==> src/rtl/mux7_scan_ctrl.sv <==
// mux7_scan_ctrl: steps the mux7to1 select through enabled channels and assembles the sampled 7-bit word
module mux7_scan_ctrl #(
  parameter int SETTLE = 1
) (
  input  logic       clk,
  input  logic       rst,
  input  logic       start,
  input  logic [6:0] ch_mask,
  input  logic       z_in,
  output logic [2:0] sel,
  output logic       busy,
  output logic       done,
  output logic [6:0] data_out
);
  localparam logic [1:0] IDLE = 2'd0;
  localparam logic [1:0] WAIT = 2'd1;
  localparam logic [1:0] DONE = 2'd2;
  logic [1:0] state;
  logic [6:0] mask;
  logic [3:0] cnt;
  logic [6:0] above;
  function automatic logic [2:0] lowest(input logic [6:0] m);
    lowest = 3'd0;
    for (int i = 6; i >= 0; i--) if (m[i]) lowest = 3'(i);
  endfunction
  // enabled channels strictly above the current one; the shifted-out top bit keeps sel from reaching 7
  assign above = mask & (7'h7E << sel);
  assign busy = state == WAIT;
  assign done = state == DONE;
  // scan sequencer: hold each channel SETTLE cycles, sample on the last one, then advance or finish
  always_ff @(posedge clk) begin
    if (rst) begin
      state    <= IDLE;
      sel      <= 3'd0;
      mask     <= 7'd0;
      cnt      <= 4'd0;
      data_out <= 7'd0;
    end else if (state == IDLE) begin
      if (start) begin
        data_out <= 7'd0;
        if (|ch_mask) begin
          mask  <= ch_mask;
          sel   <= lowest(ch_mask);
          cnt   <= 4'(SETTLE - 1);
          state <= WAIT;
        end else begin
          state <= DONE;
        end
      end
    end else if (state == WAIT) begin
      if (cnt != 4'd0) begin
        cnt <= cnt - 4'd1;
      end else begin
        data_out[sel] <= z_in;
        if (|above) begin
          sel <= lowest(above);
          cnt <= 4'(SETTLE - 1);
        end else begin
          state <= DONE;
        end
      end
    end else begin
      sel   <= 3'd0;
      state <= IDLE;
    end
  end
endmodule
==> config.mk <==
export PLATFORM = sky130hd
export DESIGN_NAME = mux7_scan_ctrl
export DESIGN_NICKNAME = d
export VERILOG_FILES = /design/src/rtl/mux7_scan_ctrl.sv
export SDC_FILE = /design/constraint.sdc
export NUM_CORES = 1
export LEC_CHECK = 0
export CAP_MARGIN = 20
export CORE_UTILIZATION = 38
export CTS_BUF_LIST = sky130_fd_sc_hd__clkbuf_2 sky130_fd_sc_hd__clkbuf_4 sky130_fd_sc_hd__clkbuf_8
export DETAILED_ROUTE_END_ITERATION = 8
export HOLD_SLACK_MARGIN = 0.03
export PLACE_DENSITY = 0.6
export RECOVER_POWER = 25
export SYNTH_ARGS = -nofsm -noshare
export SYNTH_HDL_FRONTEND = slang
export SYNTH_SLANG_ARGS = --single-unit
==> constraint.sdc <==
create_clock -name clk -period 3.6 [get_ports clk]
set_input_delay 0.36 -clock clk [delete_from_list [all_inputs] [get_ports clk]]
set_output_delay 0.36 -clock clk [all_outputs]
set_load 0.03 [all_outputs]
==> reports/metrics.csv <==
stage;metric;value;unit
detailed_routing;wire_per_inst;14.1;um
setup_path;cp.arrival;1.85;ns
pwr;switching_share;41.2;%
detailed_routing;drt_pass1_iterations;4;
clock_network;numCtsBuffers;3;
sta;fin_skew;0.00123;ns
run_status;outcome;completed;
finish;final_util;47.4;%
finish;drive_above_1_share;10.0;%
clock_network;clockBufferDepth;2;
clock_network;cts_setup_buffers;0;
synth;synth_area;1340;um2
setup_path;r2r_start;state[1];
floorplanning;dieArea;3760;um2
synth;netlist.area_leader.share;33.0;%
sta;tns;0;ns
synth;ys_ff_latch;22;
synth;synth_edf_count;0;
setup_path;ff2ff_path_depth;4;
finish;n_fill_cell;362;
setup_path;start_kind;flip-flop;
sta;hold_viol_final;0;
place;place_congestion;0.796;
sta;fin_crit;2.21;ns
floorplanning;start_util;39.7;%
min_path;holdPathStages;2;
setup_path;critPathMaxFanout;8;
synth;synth.area.top_cells;dfxtp_1 33%, a21oi_1 8.2%, mux2i_1 5.2%, nor2_1 3.9%, nor2b_1 3.7%;
sta;finalSetupViolCount;0;
synth;avgSynthCellArea;8.20;um2
global_route;grt_antenna_before_repair;0;
pwr;worst_ir_drop_vdd;0.000220;V
floorplanning;die_y;61.3;um
clock_network;postCtsHoldBufs;0;
sta;slew_headroom;40.1;%
detailed_routing;first_iter_violations;102;
synth;synth-adder-area-share;1.87;%
setup_path;worst-r2r-setup-slack;1.54;ns
synth;yosysWarnings;0;
min_path;hold_end;data_out[3];
synth;syn-num-nets;176;
clock_network;root_buffer;clkbuf_4;
clock_network;cts-resized-gates;0;
finish;final_cell_mix;22 x a21oi_1, 22 x dfxtp_1, 18 x clkdlybuf4s50_1;
floorplanning;rows;21;
detailed_routing;drc;0;
global_route;grt_start_max_net_pins;20;
finish;nets;195;
min_path;worstHoldStart;data_out[3];
synth;synth_cell_type_count;43;
setup_path;required;3.24;ns
sta;worst_slew_pin_slew;0.895;ns
synth;synthFlopType;dfxtp_1;
pwr;p_leak;0.000569;uW
sta;fin_crit_sh;61.4;%
place;dpl.hpwl;2360;um
job;cap_violations;0;
pwr;internal_power;459;uW
detailed_routing;postRouteAntennaNets;0;
finish;diodes;0;
synth;yosys.area_share.simple;26.1;%
clock_network;clock-sinks;22;
detailed_routing;vias_per_cell;5.56;
clock_network;path_clk_slew;0.12;ns
pwr;switching_power;321;uW
floorplanning;num_io_pins;23;
global_route;grt_usage;18.4;%
synth;synth-compound-area-share;28.2;%
setup_path;critPathCaptureType;output port;
pwr;p_seq_share;41.7;%
sta;rsz0062_at_grt;false;
synth;synthXorXnorAreaFrac;0;%
pwr;clockPowerShare;14.8;%
sta;timing.fmax;453;MHz
sta;drv_slew;0;
floorplanning;die_w;61.3;um
clock_network;h-tree-depth;1;
detailed_routing;vias;1257;
synth;yosysSeqAreaShare;33.0;%
floorplanning;coreArea;3360;um2
global_route;grt_pass1_wl;5060;um
clock_network;cts_tree;done;
synth;synthMuxAreaShare;5.24;%
synth;synth_cells;163;
setup_path;rr_endpoint;mask[5];
global_route;grt-ovfl-total;0;
pwr;cellPowerDensity;489;nW/um2
synth;async_reset_ff_share;0;%
clock_network;clk_latency;0.31;ns
min_path;hp-class;reg -> reg;
pwr;p_comb_share;43.6;%
setup_path;critPathKind;reg -> out;
place;io_buffers;22;
synth;yosysTopAreaCell;dfxtp_1;
synth;synth_top_family_by_area;compound AO/OA/AOI/OAI gates;
finish;area_delta_synth_final;19.4;%
detailed_routing;drt_wl_total;3180;um
global_route;grt_pass1_vias;1067;
-- final cells by class --
| cell class | instances | area (um2) | share of cell area (%) |
|---|---|---|---|
| multi-input combinational | 124 | 821 | 51.5 |
| sequential | 22 | 440 | 27.6 |
| timing repair buffer | 22 | 220 | 13.8 |
| tap | 46 | 57.6 | 3.61 |
| inverter | 9 | 33.8 | 2.12 |
| clock buffer | 3 | 22.5 | 1.41 |
-- per-stage QoR --
stage / hold slack (ns) / total power (uW) / setup WS [ns] / area (um2) / std cells
3_5_place_dp: 0.470 / 668 / 1.47 / 1570 / 223
2_1_floorplan: 0.459 / 581 / 1.92 / 1340 / 163
6_report: 0.480 / 780 / 1.39 / 1600 / 226
3_3_place_gp: 0.458 / 666 / 1.54 / 1570 / 223
5_1_grt: 0.506 / 838 / 1.28 / 1600 / 226
4_1_cts: 0.487 / 782 / 1.39 / 1600 / 226
-- power by group through the flow --
| stage | clock network (uW) | registers (uW) | logic, uW |
|---|---|---|---|
| after global routing | 129 | 335 | 374 |
| after global placement | 0 | 330 | 336 |
| after CTS | 117 | 325 | 341 |
| final | 115 | 325 | 340 |
| after detailed placement | 0 | 330 | 338 |
| after floorplan | 0 | 322 | 259 |
-- flip-flops by register name (all words and copies together) (netlist names) --
| name | count |
|---|---|
| data_out | 7 |
| mask | 6 |
| state | 2 |
| cnt | 4 |
| sel | 3 |
-- how the worst max path moves through the flow --
stage                    to  cells past startpoint        from  slack (ns)
floorplan            sel[2]                      6      sel[0]        1.92
global placement     cnt[1]                      6  ch_mask[2]        1.54
detailed placement  mask[5]                      6  ch_mask[2]        1.47
CTS                    busy                      3    state[0]        1.39
global route           busy                      3    state[0]        1.28
finish                 busy                      3    state[0]        1.39
-- critical path: stages, from the launching register on --
cell and delay (ns):
dfxtp_1 0.49, nand2b_1 0.21, inv_2 0.15, clkdlybuf4s50_1 0.68
-- routing by layer --
metal | track usage [%] | routed length, um | part of all wire [%]
met5 | 0 | 0 | 0
met4 | 6.82 | 44 | 1.4
met3 | 2.73 | 136 | 4.3
met2 | 28.4 | 1450 | 46
met1 | 25.8 | 1540 | 49
-- synthesized netlist by cell type (all sizes together), types with 2 or more instances --
cell type,count
o221a,2
and3,3
nor2b,8
inv,9
mux2i,7
o22ai,2
a21oi,23
a31oi,3
a211oi,6
nor4,2
buf,6
clkbuf,2
ha,2
nor3,9
o21ai,10
a221oi,2
and2,3
nand2b,4
nor2,14
nand2,3
dfxtp,22
nand3,9
or2,2
-- kinds of logic after synthesis --
kind of cell / after synthesis
compound gates: 55
fa+ha+maj: 2
buf+inv: 17
flops: 22
mux: 7
simple gates: 60
Power figures use the tool's default switching activity.
